[src/rtl/morse_pkg.sv]
// morse_pkg
// Shared types for the Morse front end and the decoder behind it:
//   evt_t     - event codes carried on evt_type (DOT, DASH, CHAR_END, WORD_END)
//   SYM_*     - single-bit DOT/DASH symbol encoding used by the decoder
//   state_t   - key sequencer FSM states
//   evt_rec_t - one buffered event (type + error flag)
package morse_pkg;

  typedef enum logic [1:0] {
    EVT_DOT      = 2'd0,
    EVT_DASH     = 2'd1,
    EVT_CHAR_END = 2'd2,
    EVT_WORD_END = 2'd3
  } evt_t;

  // Symbol encoding the decoder shifts into its character register.
  localparam logic SYM_DOT  = 1'b0;
  localparam logic SYM_DASH = 1'b1;

  typedef enum logic [1:0] {
    IDLE      = 2'd0,
    PRESS     = 2'd1,
    GAP       = 2'd2,
    WORD_WAIT = 2'd3
  } state_t;

  typedef struct packed {
    evt_t typ;
    logic err;
  } evt_rec_t;

  function automatic evt_t sym_to_evt(input logic sym);
    return (sym == SYM_DASH) ? EVT_DASH : EVT_DOT;
  endfunction

endpackage

[src/rtl/morse_debounce.sv]
// morse_debounce
// Two-flop synchroniser plus tick-based debounce for the raw telegraph key.
// The debounced level only follows the synchronised key after it has
// differed from the current debounced level for DEB_TICKS consecutive ticks.
// Ports:
//   clk     in  system clock
//   rst_n   in  asynchronous active-low reset
//   key_in  in  raw key, asynchronous, active-high
//   tick    in  1-cycle timing tick from the prescaler
//   key_db  out debounced key level
module morse_debounce #(
  parameter int DEB_TICKS = 10
) (
  input  logic clk,
  input  logic rst_n,
  input  logic key_in,
  input  logic tick,
  output logic key_db
);

  localparam int CW = (DEB_TICKS < 2) ? 1 : $clog2(DEB_TICKS + 1);

  logic          sync1_q, sync1_d;
  logic          sync2_q, sync2_d;
  logic          key_db_q, key_db_d;
  logic [CW-1:0] cnt_q, cnt_d;

  always_comb begin
    sync1_d  = key_in;
    sync2_d  = sync1_q;
    cnt_d    = cnt_q;
    key_db_d = key_db_q;
    if (sync2_q == key_db_q) begin
      // Any agreeing cycle restarts the stability window.
      cnt_d = '0;
    end else if (tick) begin
      if (cnt_q == CW'(DEB_TICKS - 1)) begin
        key_db_d = ~key_db_q;
        cnt_d    = '0;
      end else begin
        cnt_d = cnt_q + CW'(1);
      end
    end
  end

  always_ff @(posedge clk or negedge rst_n) begin
    if (!rst_n) begin
      sync1_q  <= 1'b0;
      sync2_q  <= 1'b0;
      key_db_q <= 1'b0;
      cnt_q    <= '0;
    end else begin
      sync1_q  <= sync1_d;
      sync2_q  <= sync2_d;
      key_db_q <= key_db_d;
      cnt_q    <= cnt_d;
    end
  end

  assign key_db = key_db_q;

endmodule

[src/rtl/morse_key_sequencer.sv]
// morse_key_sequencer
// Turns a raw telegraph key into DOT / DASH / CHAR_END / WORD_END events.
// Presses are classified by length in ticks, release gaps mark character
// and word boundaries. Events leave through a 2-entry FIFO on a valid/ready
// handshake; a push into a full FIFO is dropped and flags overrun.
// Ports:
//   clk          in  system clock
//   rst_n        in  asynchronous active-low reset
//   key_in       in  raw key, asynchronous, active-high
//   evt_valid    out head event available
//   evt_type     out head event code (morse_pkg::evt_t)
//   evt_err      out with CHAR_END: character had more than MAX_SYMS symbols
//   evt_ready    in  consumer accepts head event when high with evt_valid
//   overrun      out sticky: an event was dropped on a full buffer
//   clr_overrun  in  clears overrun (a same-cycle drop wins)
//   key_db       out debounced key level
module morse_key_sequencer
  import morse_pkg::*;
#(
  parameter int TICK_DIV       = 50000,
  parameter int DEB_TICKS      = 10,
  parameter int DOT_MAX_TICKS  = 200,
  parameter int CHAR_GAP_TICKS = 400,
  parameter int WORD_GAP_TICKS = 1000,
  parameter int MAX_SYMS       = 5
) (
  input  logic       clk,
  input  logic       rst_n,
  input  logic       key_in,
  output logic       evt_valid,
  output logic [1:0] evt_type,
  output logic       evt_err,
  input  logic       evt_ready,
  output logic       overrun,
  input  logic       clr_overrun,
  output logic       key_db
);

  // dur only has to tell "<= DOT_MAX" from "longer", so it stops one past it.
  localparam int DUR_SAT = DOT_MAX_TICKS + 1;
  localparam int PW      = $clog2(TICK_DIV);
  localparam int DW      = $clog2(DUR_SAT + 1);
  localparam int GW      = $clog2(WORD_GAP_TICKS + 1);
  localparam int SW      = $clog2(MAX_SYMS + 1);

  // ---------------- prescaler ----------------
  logic [PW-1:0] presc_q, presc_d;
  logic          tick;

  assign tick = (presc_q == PW'(TICK_DIV - 1));

  always_comb begin
    presc_d = tick ? '0 : presc_q + PW'(1);
  end

  // ---------------- debounce ----------------
  logic key_db_w;

  morse_debounce #(
    .DEB_TICKS (DEB_TICKS)
  ) u_debounce (
    .clk    (clk),
    .rst_n  (rst_n),
    .key_in (key_in),
    .tick   (tick),
    .key_db (key_db_w)
  );

  assign key_db = key_db_w;

  logic key_prev_q, key_prev_d;
  logic key_rise, key_fall;

  assign key_prev_d = key_db_w;
  assign key_rise   = key_db_w & ~key_prev_q;
  assign key_fall   = ~key_db_w & key_prev_q;

  // ---------------- FSM and duration counters ----------------
  state_t        state_q, state_d;
  logic [DW-1:0] dur_q, dur_d;
  logic [GW-1:0] gap_q, gap_d;
  logic [SW-1:0] sym_cnt_q, sym_cnt_d;
  logic          bad_q, bad_d;
  logic          push;
  evt_rec_t      push_rec;

  always_ff @(posedge clk or negedge rst_n) begin
    if (!rst_n) begin
      state_q <= IDLE;
    end else begin
      state_q <= state_d;
    end
  end

  always_comb begin
    state_d      = state_q;
    dur_d        = dur_q;
    gap_d        = gap_q;
    sym_cnt_d    = sym_cnt_q;
    bad_d        = bad_q;
    push         = 1'b0;
    push_rec.typ = EVT_DOT;
    push_rec.err = 1'b0;

    unique case (state_q)
      IDLE: begin
        if (key_rise) begin
          dur_d   = '0;
          state_d = PRESS;
        end
      end

      PRESS: begin
        if (tick && dur_q != DW'(DUR_SAT)) begin
          dur_d = dur_q + DW'(1);
        end
        if (key_fall) begin
          if (sym_cnt_q < SW'(MAX_SYMS)) begin
            push         = 1'b1;
            push_rec.typ = sym_to_evt((dur_q <= DW'(DOT_MAX_TICKS)) ? SYM_DOT : SYM_DASH);
            sym_cnt_d    = sym_cnt_q + SW'(1);
          end else begin
            // Overlong character: swallow the symbol, report it on CHAR_END.
            bad_d = 1'b1;
          end
          gap_d   = '0;
          state_d = GAP;
        end
      end

      GAP: begin
        if (tick && gap_q != GW'(WORD_GAP_TICKS)) begin
          gap_d = gap_q + GW'(1);
        end
        if (gap_q == GW'(CHAR_GAP_TICKS)) begin
          push         = 1'b1;
          push_rec.typ = EVT_CHAR_END;
          push_rec.err = bad_q;
          sym_cnt_d    = '0;
          bad_d        = 1'b0;
          state_d      = WORD_WAIT;
        end
        // A new press overrides the target state but not the event above.
        if (key_rise) begin
          dur_d   = '0;
          state_d = PRESS;
        end
      end

      WORD_WAIT: begin
        if (tick && gap_q != GW'(WORD_GAP_TICKS)) begin
          gap_d = gap_q + GW'(1);
        end
        if (gap_q == GW'(WORD_GAP_TICKS)) begin
          push         = 1'b1;
          push_rec.typ = EVT_WORD_END;
          state_d      = IDLE;
        end
        if (key_rise) begin
          dur_d   = '0;
          state_d = PRESS;
        end
      end

      default: state_d = IDLE;
    endcase
  end

  // ---------------- 2-entry output FIFO ----------------
  // Slot 0 is always the head; a pop shifts slot 1 down.
  evt_rec_t   slot_q [2];
  evt_rec_t   slot_d [2];
  logic [1:0] buf_cnt_q, buf_cnt_d;
  logic [1:0] buf_cnt_mid;
  logic       overrun_q, overrun_d;
  logic       pop;
  logic       drop;

  assign pop = (buf_cnt_q != 2'd0) && evt_ready;

  always_comb begin
    slot_d      = slot_q;
    buf_cnt_mid = buf_cnt_q - {1'b0, pop};
    buf_cnt_d   = buf_cnt_mid;
    overrun_d   = overrun_q;
    drop        = 1'b0;

    if (pop) begin
      slot_d[0] = slot_q[1];
    end
    if (push) begin
      if (buf_cnt_mid != 2'd2) begin
        slot_d[buf_cnt_mid[0]] = push_rec;
        buf_cnt_d              = buf_cnt_mid + 2'd1;
      end else begin
        drop = 1'b1;
      end
    end

    if (clr_overrun) begin
      overrun_d = 1'b0;
    end
    if (drop) begin
      overrun_d = 1'b1;
    end
  end

  // ---------------- state registers ----------------
  always_ff @(posedge clk or negedge rst_n) begin
    if (!rst_n) begin
      presc_q    <= '0;
      key_prev_q <= 1'b0;
      dur_q      <= '0;
      gap_q      <= '0;
      sym_cnt_q  <= '0;
      bad_q      <= 1'b0;
      slot_q[0]  <= '0;
      slot_q[1]  <= '0;
      buf_cnt_q  <= 2'd0;
      overrun_q  <= 1'b0;
    end else begin
      presc_q    <= presc_d;
      key_prev_q <= key_prev_d;
      dur_q      <= dur_d;
      gap_q      <= gap_d;
      sym_cnt_q  <= sym_cnt_d;
      bad_q      <= bad_d;
      slot_q     <= slot_d;
      buf_cnt_q  <= buf_cnt_d;
      overrun_q  <= overrun_d;
    end
  end

  assign evt_valid = (buf_cnt_q != 2'd0);
  assign evt_type  = slot_q[0].typ;
  assign evt_err   = slot_q[0].err;
  assign overrun   = overrun_q;

endmodule

[config.mk]
export PLATFORM = sky130hd
export DESIGN_NAME = morse_key_sequencer
export DESIGN_NICKNAME = d
export VERILOG_FILES = /design/src/rtl/morse_pkg.sv /design/src/rtl/morse_debounce.sv /design/src/rtl/morse_key_sequencer.sv
export SDC_FILE = /design/constraint.sdc
export NUM_CORES = 1
export LEC_CHECK = 0
export CORE_ASPECT_RATIO = 1.4
export CORE_UTILIZATION = 40
export DETAILED_ROUTE_END_ITERATION = 6
export GPL_TIMING_DRIVEN = 0
export PLACE_DENSITY = 0.59
export SKIP_LAST_GASP = 1
export SLEW_MARGIN = 10
export SYNTH_ARGS = -nofsm -noshare
export SYNTH_HDL_FRONTEND = slang
export SYNTH_HIERARCHICAL = 1
export SYNTH_SLANG_ARGS = --single-unit
[constraint.sdc]
create_clock -name clk -period 2.4 [get_ports clk]
set_input_delay 0.48 -clock clk [delete_from_list [all_inputs] [get_ports clk]]
set_output_delay 0.48 -clock clk [all_outputs]
set_load 0.02 [all_outputs]
# --- Word-level counts from Yosys, hierarchy flattened ---
# Cells that the tools add are included.
word_totals:
  reg_bits: 57
  inputBits: 5
  out_inout_bits: 6
  word_cells: 123
op_classes:
  n_addsub: 7
  magnitude_cmp: 4
  n_eq_ne: 21
  n_mux: 49
  bitwise: 6
  reduce_logical: 19
op_table:
  columns: ["operator", "count"]
  rows:
  - ["10-bit two-way mux", 2]
  - ["2-bit two-way mux", 10]
  - ["10-bit one-hot mux with 2 select lines", 1]
  - ["3-bit two-way mux", 6]
  - ["16-bit by 1-bit adder with 16-bit output, second input constant", 1]
  - ["16-bit == test, second input constant", 1]
  - ["16-bit two-way mux", 1]
  - ["8-bit two-way mux", 2]
  - ["8-bit one-hot mux with 2 select lines", 1]
  - ["1-bit two-way mux", 14]
  - ["2-bit inequality test, second input constant", 7]
  - ["4-bit two-way mux", 3]
  - ["6-bit two-way mux", 2]
  - ["4-bit AND reduction", 3]
  - ["10-bit by 1-bit adder with 10-bit output, second input constant", 1]
  - ["10-bit == test, second input constant", 1]
  - ["10-bit by 9-bit == test with 1-bit output, second input constant", 1]
  - ["10-bit inequality test, second input constant", 1]
  - ["2-bit nonzero test", 5]
  - ["8-bit by 1-bit adder with 8-bit output, second input constant", 1]
  - ["8-bit <= comparator, second input constant", 1]
  - ["8-bit inequality test, second input constant", 1]
  - ["2-bit one-hot mux with 4 select lines", 1]
  - ["6-bit bitwise mux", 1]
  - ["other kinds (27)", 38]

# --- Longest topological paths before layout ---
# Gate-level depths: netlist (run 1).
logic_depth:
  word_depth: 11
  mapped_depth: 10
  mapped_depth_nobuf: 10

# --- Cells and area by module ---
# Netlist (run 1), hierarchy kept.
modules_own_cells:
  columns: ["module", "instances", "cells_per_inst", "area_per_inst_um2", "seq_area_each_um2"]
  rows:
  - ["morse_key_sequencer", 1, 268, 2646.3, 1251.2]
  - ["morse_debounce", 1, 25, 299.0, 175.2]

# --- Worst setup path before layout (run 1) ---
# Ideal clock, no wire load.
synth_path:
  path_kind: "reg2reg"
  start: "register presc_q[12]"
  end: "register gap_q[7]"
  t_arrival_ps: 2207
  t_required_ps: 2322
  slack_ps: 116
  path_stages_with_launch: 8
  synth_period_minus_slack_ps: 2284
  path_cell_list: "dfrtp_1 > or3_4 > or4_4 > buf_6 > clkinv_8 > nand3_4 > or4_1 > a21oi_1"
synth_between:
  elab_chain_cells: 4
synth_rtl:
  columns: ["element", "line", "text"]
  rows:
  - ["start, declared", "morse_key_sequencer.sv:47", "logic [PW-1:0] presc_q, presc_d;"]
  - ["start signal, assigned", "morse_key_sequencer.sv:222", "presc_q <= presc_d;"]
  - ["16-bit == test", "morse_key_sequencer.sv:50", "assign tick = (presc_q == PW'(TICK_DIV - 1));"]
  - ["via tick", "morse_key_sequencer.sv:48", "logic tick;"]
  - ["1-bit logical AND", "morse_key_sequencer.sv:132, morse_key_sequencer.sv:151", null]
  - ["2-bit by 1-bit inequality test with 1-bit output (no line)", null, null]
  - ["3-bit AND reduction (no line)", null, null]
  - ["end signal, assigned", "morse_key_sequencer.sv:225", "gap_q <= gap_d;"]
  - ["end, declared", "morse_key_sequencer.sv:81", "logic [GW-1:0] gap_q, gap_d;"]
# The timed path passes the listed nets, and every way through them passes these cells.
# A chain may end at the register's enable or synchronous reset.

# --- Worst setup path in the final report (run 1) ---
# Same ends and word-level chain as after synthesis.

==> metrics list, run 1 <==
- By area the synthesized netlist is led by sky130_fd_sc_hd__dfrtp_1, sky130_fd_sc_hd__ha_1, sky130_fd_sc_hd__xnor2_1, sky130_fd_sc_hd__nor2_1, sky130_fd_sc_hd__xor2_1.
* Final #Nets: 334
- Switching power share of the total: 24.6%
- The synthesized design spends more area on one cell type than any other, namely sky130_fd_sc_hd__dfrtp_1.
- After clock tree synthesis, the clock-pin slew on the worst setup and hold paths is 0.07 ns.
- In this run, synthesis produced a sequential element count of 57.
- Share of total power in combinational logic: 14.1%
* Number of warnings issued by yosys: 6
- Wirelength per Cell: 13.3 um
* Cell at the root of the clock tree: sky130_fd_sc_hd__clkbuf_8
- Netlist Area Pre-Place: 2950 um2
- Power density of the placed cells: 684 nW/um2
- Tcrit/Tclk final: 97.6%
- The detail route stage leaves a number of antenna-violating nets equal to 0.
- # rows: 36
- Avg Vias per Cell: 5.23
- In this run, placement finished with an instance count of 398.
* Data arrival time of the critical path: 2.61 ns
- Clock skew on the completed layout was measured at 0.00849 ns.
- Number of buffers inserted for hold repair after clock tree synthesis: 0
- Static timing analysis puts the maximum clock frequency at 427 MHz.
- EDFF count, synth: 0
- Detailed-routing iteration count for the pre-antenna-repair pass: 4
* Clock latency reported for the late side of the worst-skew pair: 0.34 ns
- Max capacitance violation total: 0
* Post-Syn Area per Cell: 10.1 um2
- Across every metal layer, demand over resource in global routing totals 16.6%.
* Unique masters post-synth: 52
- Maximum fanout along the worst path: 12
* Critical Path End Type: flop
* Maximum buffer depth of the clock tree: 2
- In this run the tool buffered the top-level ports with 10 buffer cells.
- For this run, the leading register cell type out of synthesis is sky130_fd_sc_hd__dfrtp_1.
- For this configuration, the core starts out at a cell density of 41.9%.
- Final hold violation count: 0
- The H-tree generated during clock tree synthesis spans 3 levels.
* Post-layout minimum cycle time: 2.34 ns
- The worst-case IR drop observed on VDD is 0.393 mV.
- Share of post-route cells with drive strength above 1: 14.5%
- Antenna cells: 0
* CTS buffer count: 9
- Wires add up to 5590 um.
* Floorplan die area: 7720 um2
- Finish-stage setup viols: 0
- Placer Congestion: 0.782
- The die is 74.5 um wide.
- Clock tree from TritonCTS: done
- The floorplan step defined a core boundary enclosing 7030 um2.
* Final Non-Filler Cells: 419
- sky130_fd_sc_hd__dfrtp_1 is the most common cell in the netlist.
- Kind of path behind the tightest hold check: in2async
* Worst max-slew margin expressed relative to the limit: 51.4%
- Most numerous cell types in the synthesized netlist: sky130_fd_sc_hd__dfrtp_1, sky130_fd_sc_hd__nor2_1, sky130_fd_sc_hd__nand2_1
- STA classifies the critical path startpoint as a flop.
- Entering global routing, the biggest net connects 58 pins.
- Transition time of the tightest slew-check pin: 0.729 ns
- Via count of the first global-routing pass: 2,181
- Via count of the routed design: 2,192
- For this run, the share of the core covered by cells in the final layout is 49.4%.
- Drt initial violations: 70
- Pin placement for this block handled 11 I/O pins.
* Share of power burned in registers: 42.8%
* Switching Power: 0.584 mW
* DP HPWL: 3760 um
* DRC violation count after routing: 0
- The internal portion of the total power is 1.79 mW.
- Antenna violations before repair: 0
- Total power after layout: 2.37 mW
* Worst hold margin: 0.184 ns
* Final Slew Violations: 0
- GRT Residual Overflow: 0
- The critical path in this run is classified as reg2reg.
- In this run the static leakage power is 1.55 nW.
- The run finished with clean final reports.
- Number of clock sinks: 57
- Setup total negative slack on the finished layout was measured at 0 ns.
- The clock network accounts for 43.0% of the total power.
- Compared with the post-synthesis result, the final layout area differs by 17.8%.
* Fraction of registers with async set/reset: 100%
- Counting every instance in the synthesized netlist gives 293.
- First-pass GRT wire length: 9800 um
* Fill cell total of the finished layout: 700
- Syn_nets: 308
- Sequential cell area fraction in the yosys report: 48.4%
- Top cell type's share of synthesized area: 48.4%
- Measured along the y axis, the die boundary spans 104 um.
* Worst endpoint required time: 2.66 ns
## worst paths after layout
kind | from | to | slack, ns | depth (start not counted)
worst max-delay path | presc_q[12] | gap_q[7] | 0.06 | 6
min in group clk | u_debounce/sync1_q | u_debounce/sync2_q | 0.35 | 0
max in group asynchronous | rst_n | key_prev_q | 1.71 | 1
worst min-delay path | rst_n | gap_q[8] | 0.18 | 1
worst max register to register | presc_q[12] | gap_q[7] | 0.06 | 6
worst min register to register | u_debounce/sync1_q | u_debounce/sync2_q | 0.35 | 0
## layer usage
metal	global-route usage, %	wire length [um]	vias up
met1	19.9	2450	1074
met2	27.1	2850	28
met5	0	0	-
met4	8.63	115	0
met3	3.40	171	11
li1	-	-	1079
## layout make-up
| cell class | count | area [um2] | area share, % |
|---|---|---|---|
| multi-input cells | 216 | 1460 | 42.1 |
| flip-flops and latches | 57 | 1430 | 41.1 |
| clock buffers | 11 | 151 | 4.36 |
| repair buffers | 16 | 143 | 4.11 |
| well taps | 95 | 119 | 3.42 |
| clock inverters | 5 | 77.6 | 2.24 |
| inverters | 16 | 72.6 | 2.09 |
| plain buffers | 3 | 18.8 | 0.541 |
## cells by family (layout without fill, tap and decap cells)
logic type                 Yosys count  after routing  share of synthesized area, %
muxes                                9              9                          3.10
and+or+nand+nor                    132            132                          24.6
AOI/OAI and AO/OA                   40             40                          8.71
buffers and inverters               20             51                          3.48
xor gates and xnor gates            25             25                          7.43
adders and majority gates           10             10                          4.25
DFF                                 57             57                          48.4
## state kept, by name (all words and copies together), names as in the netlist, named ones only
signal	flops
u_debounce/cnt_q	4
state_q	2
presc_q	16
overrun	1
gap_q	10
evt_type	2
u_debounce/sync2_q	1
u_debounce/sync1_q	1
sym_cnt_q	3
dur_q	8
u_debounce/key_db	1
evt_err	1
key_prev_q	1
bad_q	1
buf_cnt_q	2
## power groups by stage
stage	combinational (mW)	clock, mW	sequential [mW]
final	0.335	1.02	1.02
after global routing	0.387	1.09	1.02
after detailed placement	0.320	0	1.03
after global placement	0.315	0	1.03
after floorplan	0.203	0	1.04
after CTS	0.322	1.05	1.01
## cell usage in the layout (no fill, tap or decap), types with 4 or more instances in the layout
cell type                         synthesis  layout
sky130_fd_sc_hd__o21ai_0                  8       8
sky130_fd_sc_hd__xnor2_1                 14      13
sky130_fd_sc_hd__or2_2                    4       4
sky130_fd_sc_hd__clkbuf_8                 0      11
sky130_fd_sc_hd__and3_1                   6       6
sky130_fd_sc_hd__nand2b_1                 5       5
sky130_fd_sc_hd__nor2_1                  31      31
sky130_fd_sc_hd__nand4_1                  6       6
sky130_fd_sc_hd__nor3_1                   5       5
sky130_fd_sc_hd__xor2_1                  11      11
sky130_fd_sc_hd__ha_1                    10       9
sky130_fd_sc_hd__o211ai_1                 5       5
sky130_fd_sc_hd__dfrtp_1                 57      57
sky130_fd_sc_hd__buf_4                    2       9
sky130_fd_sc_hd__nand3_1                 15      15
sky130_fd_sc_hd__nand2_1                 25      24
sky130_fd_sc_hd__inv_1                   15      15
sky130_fd_sc_hd__o31ai_1                  4       4
sky130_fd_sc_hd__mux2i_1                  8       8
sky130_fd_sc_hd__a21oi_1                 10       8
sky130_fd_sc_hd__or3_1                    4       4
sky130_fd_sc_hd__clkdlybuf4s50_1          0       9
## what timing repair did
| action | 4_1_cts | 5_1_grt |
|---|---|---|
| resized for setup | 1 | 9 |
| buffers inserted | 4 | 2 |
| pin swaps | 0 | 1 |
| setup endpoints to repair | 1 | 9 |
## per-stage QoR
stage | instance area, um2 | setup WS (ns)
6_report | 3470 | 0.0571
5_1_grt | 3470 | -0.00784
4_1_cts | 3420 | 0.00977
3_5_place_dp | 3160 | -0.147
3_3_place_gp | 3160 | -1.05
2_1_floorplan | 2950 | 0.116
## worst max-delay path, cell delays in order (launching register included)
cell and delay (ns):
sky130_fd_sc_hd__dfrtp_1 0.38, sky130_fd_sc_hd__or3_4 0.40, sky130_fd_sc_hd__or4_4 0.61, sky130_fd_sc_hd__clkinv_8 0.13
sky130_fd_sc_hd__nand3_4 0.10, sky130_fd_sc_hd__or4_4 0.50, sky130_fd_sc_hd__a21oi_2 0.15
(Power assumes the default switching activity.)
==> run 2: changes to the inputs <==
Settings changed: SETUP_SLACK_MARGIN from default to 0.1.
==> run 2 against run 1 <==
Effect of this change: sequential share of layout area down 1.1 points; combinational power grew 4%; non-clock buffer count is 10 higher; cell area increased by 2.8%; global-route usage hardly changed; hold slack better by 0.0043 ns; power up 0.62%; fmax is 3.9% higher; clock skew rose by 0.0015 ns; register-to-register slack better by 0.09 ns; critical path type unchanged; clock power is essentially flat; highest routed layer unchanged; first-iteration DRC count decreased by 10%.
==> metrics list, run 2 (synthesis results as in run 1) <==
* Outcome: complete, no violations
* Fin Clk Skew: 0.00998 ns
- Via count of the first global-routing pass: 2,192
- The worst register-to-register path begins at presc_q[1].
- Critical Path End Type: flop
- Total Neg Setup Slack: 0 ns
* DP HPWL: 3760 um
- Layout overhead on the synthesized area: 21.2%
- Capturing instance or port of the critical path: gap_q[7]
- The final number of hold-violating endpoints is 0.
- The worst register-to-register path has a depth of 8.
- Using the TritonRoute via totals, the vias-per-cell ratio works out to 5.17.
* Share of post-route cells with drive strength above 1: 17.9%
* Finish-stage setup viols: 0
- Tcrit/Tclk final: 94.0%
* Commonest non-fill, non-tap cells in the layout: sky130_fd_sc_hd__dfrtp_1, sky130_fd_sc_hd__nor2_1, sky130_fd_sc_hd__nand2_1, sky130_fd_sc_hd__buf_4
- Summed over all layers, the routed wires come to 5700 um.
- After detailed routing, the number of remaining DRC violations is 0.
- Transition time of the tightest slew-check pin: 0.732 ns
- Leakage dissipation: 1.61 nW
- Flip-flop count of the largest register after layout: 16
- Cell at the root of the clock tree: sky130_fd_sc_hd__clkbuf_8
- In this run the critical register-to-register path is captured at gap_q[7].
- Ports placed on the boundary: 11
- Most common library cell in the layout ignoring fill and taps: sky130_fd_sc_hd__dfrtp_1
- Counting flops per register, the top entry is presc_q.
- Clock latency reported for the late side of the worst-skew pair: 0.34 ns
- For this block, the via count after detailed routing is 2,225.
* Maximum buffer depth of the clock tree: 2
- Clock tree from TritonCTS: done
- The first global-routing pass estimated 9830 um of wire.
- The largest registers in the layout are presc_q x16, gap_q x10, dur_q x8.
- Worst vdd ir: 0.379 mV
* Antenna cells: 0
- Register-to-register path setup slack: 0.14 ns
- Max capacitance violation total: 0
* Origin of the worst setup path: presc_q[1]
- Data arrival time of the critical path: 2.52 ns
- Maximum number of pins on one net before global-route repair: 58
- Initial core utilization: 41.9%
- Post-CTS clock slew at the launch and capture registers of the worst setup and hold paths: 0.07 ns
- Final #Nets: 345
- The count of nets left with antenna violations once routing finished came out at 0.
- At the worst endpoint, the required time is 2.66 ns.
- GRT Residual Overflow: 0
- Setup repair after global routing could not meet its margin everywhere.
- The min-delay analysis places its worst path in the category in2async.
- Routability-driven placement finished with a final weighted congestion of 0.782.
- After detailed routing, the average wire length per cell comes to 13.2 um.
* Power density of the placed cells: 670 nW/um2
- After floorplanning, the core was divided into 36 placement rows.
- Number of port buffers: 10
- In this run the tightest slew margin relative to its limit is 51.2%.
- Area of the core: 7030 um2
- Global routing consumed, over all layers together, 16.6% of the routing resources.
- Number of clock sinks: 57
- Post-layout minimum cycle time: 2.26 ns
- Critical setup path kind: reg2reg
- Across all hold checks on the routed design, the worst slack comes to 0.189 ns.
- Fmax: 443 MHz
* Maximum fanout along the worst path: 6
* CTS buffer count: 9
* Die width: 74.5 um
- The final number of max-transition violations was 0.
- Category of the worst setup path launch point: flop
- Floorplan die area: 7720 um2
* Drt initial violations: 63
- Number of H-tree branching levels: 3
- The die is 104 um tall.
- Detailed-routing iteration count for the pre-antenna-repair pass: 4
- The number of antenna violations at the first check in global routing was 0.
-- run 2: cell types whose count changed in the layout (fill, tap and decap cells not counted), sizes merged --
cell / delta
buf: +10
inv: +1
-- run 2: worst min-delay path by stage --
stage,depth (start not counted),from,end
finish,1,rst_n,gap_q[8]
global route,1,rst_n,presc_q[0]
CTS,1,rst_n,gap_q[1]
detailed placement,0,u_debounce/sync1_q,u_debounce/sync2_q
global placement,0,u_debounce/sync1_q,u_debounce/sync2_q
floorplan,0,rst_n,async pin
-- run 2: final cells by class --
type                       count  area, um2
clock buffer                  11        151
inverter                      16       72.6
timing repair buffer          25        210
sequential                    57       1430
fill                         692       3460
clock inverter                 5       77.6
timing repair inverter         1       8.76
multi-input combinational    216       1470
buffer                         4       33.8
tap                           95        119
-- run 2: stage by stage --
step | utilization, % | area [um2] | power (mW) | std cells | setup WS, ns
after global routing | 50.8 | 3570 | 2.51 | 430 | 0.0778
final | 50.8 | 3570 | 2.39 | 430 | 0.145
after floorplan | - | 2950 | 1.24 | 293 | 0.116
after global placement | 45.0 | 3160 | 1.35 | 398 | -1.05
after detailed placement | 45.0 | 3160 | 1.35 | 398 | -0.147
after CTS | 49.2 | 3460 | 2.40 | 420 | 0.0955
-- run 2: critical path, cell delays in order (launching register included) --
cell,delay (ns)
sky130_fd_sc_hd__dfrtp_1,0.39
sky130_fd_sc_hd__ha_4,0.17
sky130_fd_sc_hd__nand4b_1,0.13
sky130_fd_sc_hd__or4_4,0.56
sky130_fd_sc_hd__buf_8,0.16
sky130_fd_sc_hd__clkinv_8,0.06
sky130_fd_sc_hd__nand3_4,0.07
sky130_fd_sc_hd__or4_4,0.49
sky130_fd_sc_hd__a21oi_2,0.15
-- run 2: routing by layer --
layer / up-vias / wire length [um] / GRT usage (%) / share of wire (%)
met5: - / 0 / 0 / 0
met4: 0 / 89 / 8.63 / 1.6
met3: 9 / 134 / 3.40 / 2.4
met1: 1096 / 2500 / 19.8 / 44
met2: 18 / 2970 / 27.2 / 52
li1: 1102 / - / - / -
-- run 2: timing repair --
item                       CTS  global route
setup buffers                6             9
gates cloned                 0             1
hold buffers                 0             0
setup endpoints to repair    6            14
pin swaps                    1             3
resized for setup            5             8
-- run 2: report_power, final --
part	switching (mW)	internal (mW)
Clock	0.386	0.637
Combinational	0.186	0.163
Sequential	0.0207	0.997
==> edit 1: new RTL, flow settings as in run 2 <==
Add an input register stage for `key_in`; this delays it by one clock. The other inputs are not delayed to match.
--- a/src/rtl/morse_key_sequencer.sv
+++ b/src/rtl/morse_key_sequencer.sv
@@ -43,6 +43,12 @@
   localparam int GW      = $clog2(WORD_GAP_TICKS + 1);
   localparam int SW      = $clog2(MAX_SYMS + 1);
 
+  logic key_q;
+
+  always_ff @(posedge clk) begin
+    key_q <= key_in;
+  end
+
   // ---------------- prescaler ----------------
   logic [PW-1:0] presc_q, presc_d;
   logic          tick;
@@ -61,7 +67,7 @@
   ) u_debounce (
     .clk    (clk),
     .rst_n  (rst_n),
-    .key_in (key_in),
+    .key_in (key_q),
     .tick   (tick),
     .key_db (key_db_w)
   );
Function: no difference found for any inputs over 10 cycles, from zero or initial values and one cycle with rst_n low; that may be too few to reach the edited logic, so the function may still have changed.
==> edit 1 against run 2 <==
Combinational power rose by 21%; setup slack got worse by 0.13 ns; wire length rose by 4.1%; cell area rose by 2.6%; area after synthesis rose by 1.7%; total power barely moved; count of clock-buffer cells in the layout rose by 1; sequential cell count rose by 1; critical path depth fell by 2.
==> edit 1: results (changes against run 2) <==
metric	value	unit	change
status	finished, final reports clean		unchanged
slowest stage delay, CP	0.59	ns	was 0.56 ns
placed insts	403		was 398
top cells by count, synth	dfrtp_1, nor2_1, o21ai_0		was dfrtp_1, nor2_1, nand2_1
WP data arrival	2.60	ns	was 2.52 ns
fin nets	349		was 345
crit-path max FO	5		was 6
GRT Util Overall	17.56	%	was 16.58%
Synth Instances	296		was 293
Int Pwr	1.757	mW	was 1.796 mW
first-pass GRT wire length	10.44	mm	was 9.825 mm
routing usage on met2	29.47	%	was 27.22%
VDD IR max	0.3951	mV	was 0.3786 mV
r2r setup slk	0.01	ns	was 0.14 ns
worst-margin pin slew	0.7091	ns	was 0.7319 ns
Placer Congestion	0.7134		was 0.7815
M1 WL	2.555	mm	was 2.500 mm
Syn Nets	311		was 308
vias in the first global route	2284		was 2192
non-filler cells, final	436		was 430
DR WL met2	3.082	mm	was 2.973 mm
Pleak	1.698	nW	was 1.611 nW
final wirelength	5.928	mm	was 5.697 mm
worst r2r path cells	6		was 8
clk_skew	0.01236	ns	was 0.009980 ns
met3 routed WL	191	microns	was 134 microns
R2R Path Start	presc_q[10]$_DFF_PN0_		was presc_q[1]$_DFF_PN0_
Final period util	99.55	%	was 93.96%
Critical Path End	dur_q[6]$_DFFE_PN0P_		was gap_q[7]$_DFFE_PN0P_
met3 usage	4.554	%	was 3.405%
iteration-0 DRC count of the detailed router	126		was 63
Worst Setup Slack post-DPL	-0.2620	ns	was -0.1468 ns
fraction of layout cells with a size suffix above 1	19.17	%	was 17.91%
top post-synthesis cells by area	dfrtp_1, ha_1, xnor2_1, o21ai_0, nor2_1		was dfrtp_1, ha_1, xnor2_1, nor2_1, xor2_1
Post-DP Area	3239	sq um	was 3162 sq um
## edit 1: cell count changes in the layout (fill, tap and decap cells not counted), sizes merged, moves of 4 or more
cell | run 2 | this run
nand4 | 6 | 10
nand3 | 16 | 10
nand2 | 26 | 20
o21ai | 11 | 22
## edit 1: how the worst min path moves through the flow
stage	startpoint	end	slack [ns]	cells after the start
floorplan	rst_n	async pin	0.18	0
global placement	key_q$_DFF_P_	u_debounce/sync1_q$_DFF_PN0_	0.32	0
detailed placement	key_q$_DFF_P_	u_debounce/sync1_q$_DFF_PN0_	0.32	0
CTS	rst_n	gap_q[8]$_DFFE_PN0P_	0.23	1
global route	rst_n	dur_q[4]$_DFFE_PN0P_	0.26	1
finish	rst_n	gap_q[3]$_DFFE_PN0P_	0.20	1
## edit 1: cell families (layout without fill, tap and decap cells)
group,after synthesis,after routing,synth area share (%)
XOR/XNOR,24,24,7.015
buffers and inverters,21,64,3.132
flip-flops,58,58,48.27
adder cells (fa/ha/maj),10,10,4.175
multiplexers,10,10,3.424
AO/OA/AOI/OAI,46,46,8.769
AND/OR/NAND/NOR,127,127,25.22
## edit 1: cell type report
class | count | area [sq um]
repair buffers | 27 | 247.7
well taps | 97 | 121.4
clock inverters | 4 | 50.05
fillers | 721 | 3654
multi-input cells | 217 | 1530
plain buffers | 7 | 51.30
flip-flops and latches | 58 | 1448
clock buffers | 12 | 155.1
inverters | 14 | 57.56
## edit 1: power groups by stage
stage	logic [mW]	clock network (mW)	registers, mW
detailed placement	0.319	0	1.05
floorplan	0.201	0	1.06
CTS	0.335	0.956	1.04
global route	0.473	0.998	1.04
finish	0.422	0.931	1.04
global placement	0.313	0	1.05
## edit 1: repair_timing
action | CTS | global route
pin swaps | 10 | 3
buffers inserted | 9 | 8
resized for setup | 11 | 15
setup endpoints to repair | 19 | 23
==> edit 2: new RTL, flow settings as in run 2 <==
Without the edit above. `DEB_TICKS` is set to 10 in 2 places; all go to 11.
--- a/src/rtl/morse_debounce.sv
+++ b/src/rtl/morse_debounce.sv
@@ -9,7 +9,7 @@
 //   tick    in  1-cycle timing tick from the prescaler
 //   key_db  out debounced key level
 module morse_debounce #(
-  parameter int DEB_TICKS = 10
+  parameter int DEB_TICKS = 11
 ) (
   input  logic clk,
   input  logic rst_n,
--- a/src/rtl/morse_key_sequencer.sv
+++ b/src/rtl/morse_key_sequencer.sv
@@ -18,7 +18,7 @@
   import morse_pkg::*;
 #(
   parameter int TICK_DIV       = 50000,
-  parameter int DEB_TICKS      = 10,
+  parameter int DEB_TICKS      = 11,
   parameter int DOT_MAX_TICKS  = 200,
   parameter int CHAR_GAP_TICKS = 400,
   parameter int WORD_GAP_TICKS = 1000,
Check against the original RTL: no difference found for any inputs over 10 cycles, from zero or initial values and one cycle with rst_n low; that may be too few to reach the edited logic, so the function may still have changed.
==> edit 2 against run 2 <==
Combinational power rose by 4%; area after synthesis rose by 1.2%; wire length rose by 0.47%; via count rose by 1.3%; cell area fell by 2.9%; setup slack got worse by 0.091 ns; sequential power barely moved; total power fell by 8.8%; cell count fell by 1.2%; sequential cell count did not move; clock power fell by 22%; non-clock buffer count fell by 10; critical path type unchanged; critical endpoint unchanged; largest cell class unchanged; largest power group unchanged.
==> edit 2: results (changes against run 2) <==
metric	value	unit	change
Pleak	1.540	nW	was 1.611 nW
status	finished, final reports clean		unchanged
VDD IR max	0.3640	mV	was 0.3786 mV
worst-margin pin slew	0.7256	ns	was 0.7319 ns
post-DP HPWL	3.891	mm	was 3.757 mm
initial antenna violation count	0		unchanged
DR WL met2	2.997	mm	was 2.973 mm
top post-synthesis cells by area	dfrtp_1, ha_1, xnor2_1, nor2_1, nand2_1		was dfrtp_1, ha_1, xnor2_1, nor2_1, xor2_1
Vias/cell	5.301		was 5.174
Critical Path End	gap_q[7]$_DFFE_PN0P_		unchanged
max frequency	0.4263	GHz	was 0.4434 GHz
crit-path max FO	14		was 6
slowest stage delay, CP	0.53	ns	was 0.56 ns
WP data arrival	2.60	ns	was 2.52 ns
fraction of layout cells with a size suffix above 1	13.03	%	was 17.91%
M1 WL	2.451	mm	was 2.500 mm
portion of netlist area occupied by mux cells	3.065	%	was 3.101%
vias in the first global route	2177		was 2192
Worst Setup Slack post-DPL	-0.1177	ns	was -0.1468 ns
xor and xnor area share after synthesis	6.759	%	was 7.434%
Syn Nets	316		was 308
first-pass GRT wire length	9.908	mm	was 9.825 mm
worst r2r path cells	7		was 8
Yosys cell types	53		was 52
met3 routed WL	193	microns	was 134 microns
Seq/Total Area, Yosys	47.86	%	was 48.43%
fin nets	342		was 345
GRT Util Overall	16.70	%	was 16.58%
critical path startpoint	presc_q[12]$_DFF_PN0_		was presc_q[1]$_DFF_PN0_
final wirelength	5.724	mm	was 5.697 mm
Placer Congestion	0.7593		was 0.7815
adder-cell area share of the yosys netlist	5.038	%	was 4.248%
r2r setup slk	0.05	ns	was 0.14 ns
Compound-Gate Fraction of Synth Area	9.194	%	was 8.709%
Worst path top cell family by delay	simple AND/OR/NAND/NOR gates		unchanged
Synth warnings	6		unchanged
top cells by count, synth	dfrtp_1, nor2_1, nand2_1		unchanged
clk_skew	0.009005	ns	was 0.009980 ns
iteration-0 DRC count of the detailed router	105		was 63
==> edit 2: area by class of cell <==
type / count / area (sq um)
Clock buffer: 14 / 162.7
Fill cell: 687 / 3608
Inverter: 18 / 80.08
Tap cell: 95 / 118.9
Sequential cell: 57 / 1426
Timing Repair Buffer: 15 / 135.1
Buffer: 4 / 33.78
Multi-Input combinational cell: 220 / 1494
Clock inverter: 2 / 12.51
==> edit 2: how the worst min path moves through the flow <==
stage / to / from / slack (ns)
finish: buf_cnt_q[1]$_DFF_PN0_ / rst_n / 0.20
global placement: u_debounce/sync2_q$_DFF_PN0_ / u_debounce/sync1_q$_DFF_PN0_ / 0.34
global route: gap_q[0]$_DFFE_PN0P_ / rst_n / 0.26
CTS: gap_q[7]$_DFFE_PN0P_ / rst_n / 0.23
floorplan: async pin / rst_n / 0.18
detailed placement: u_debounce/sync2_q$_DFF_PN0_ / u_debounce/sync1_q$_DFF_PN0_ / 0.35
==> edit 2: worst reg2reg max path: stages (launching register included) <==
cell      delay (ns)
dfrtp_1         0.38
or3_4           0.41
or4_4           0.53
buf_8           0.15
clkinv_8        0.08
nand3_4         0.07
or4_1           0.51
a21oi_1         0.14
==> edit 2: per-stage QoR <==
step / area, sq um / total power, mW / std cells / hold WS, ns / utilization [%]
floorplan: 2980 / 1.242 / 299 / 0.1844 / -
global placement: 3199 / 1.341 / 404 / 0.3354 / 45.24
detailed placement: 3197 / 1.358 / 404 / 0.3465 / 45.21
CTS: 3411 / 2.171 / 424 / 0.2255 / 48.23
global route: 3463 / 2.301 / 425 / 0.2600 / 48.97
finish: 3463 / 2.180 / 425 / 0.1964 / 48.97
==> edit 2: cells by family (layout without fill, tap and decap cells) <==
| group | after synthesis | count (layout) |
|---|---|---|
| AND/OR/NAND/NOR | 133 | 133 |
| flip-flops | 57 | 57 |
| AO/OA/AOI/OAI | 43 | 43 |
| XOR/XNOR | 23 | 23 |
| adder cells (fa/ha/maj) | 12 | 12 |
| buffers and inverters | 22 | 53 |
| multiplexers | 9 | 9 |
==> edit 2: metal layers <==
metal / global-route usage [%] / vias to the layer above
met1: 19.91 / 1100
met5: 0 / -
met3: 4.070 / 6
li1: - / 1108
met4: 6.873 / 0
met2: 27.93 / 39
==> edit 2: repair_timing <==
action,in CTS,in global routing
pin swaps,2,0
endpoints found under the setup margin,5,13
setup buffers,4,1
endpoints found under the hold margin,0,0
resized for setup,3,9
==> edit 2: report_power, final <==
group / switching, mW / total [mW] / leakage, nW / internal (mW)
combinational: 0.197 / 0.363 / 0.697 / 0.166
clock: 0.367 / 0.798 / 0.0867 / 0.431
sequential: 0.0217 / 1.02 / 0.757 / 0.997
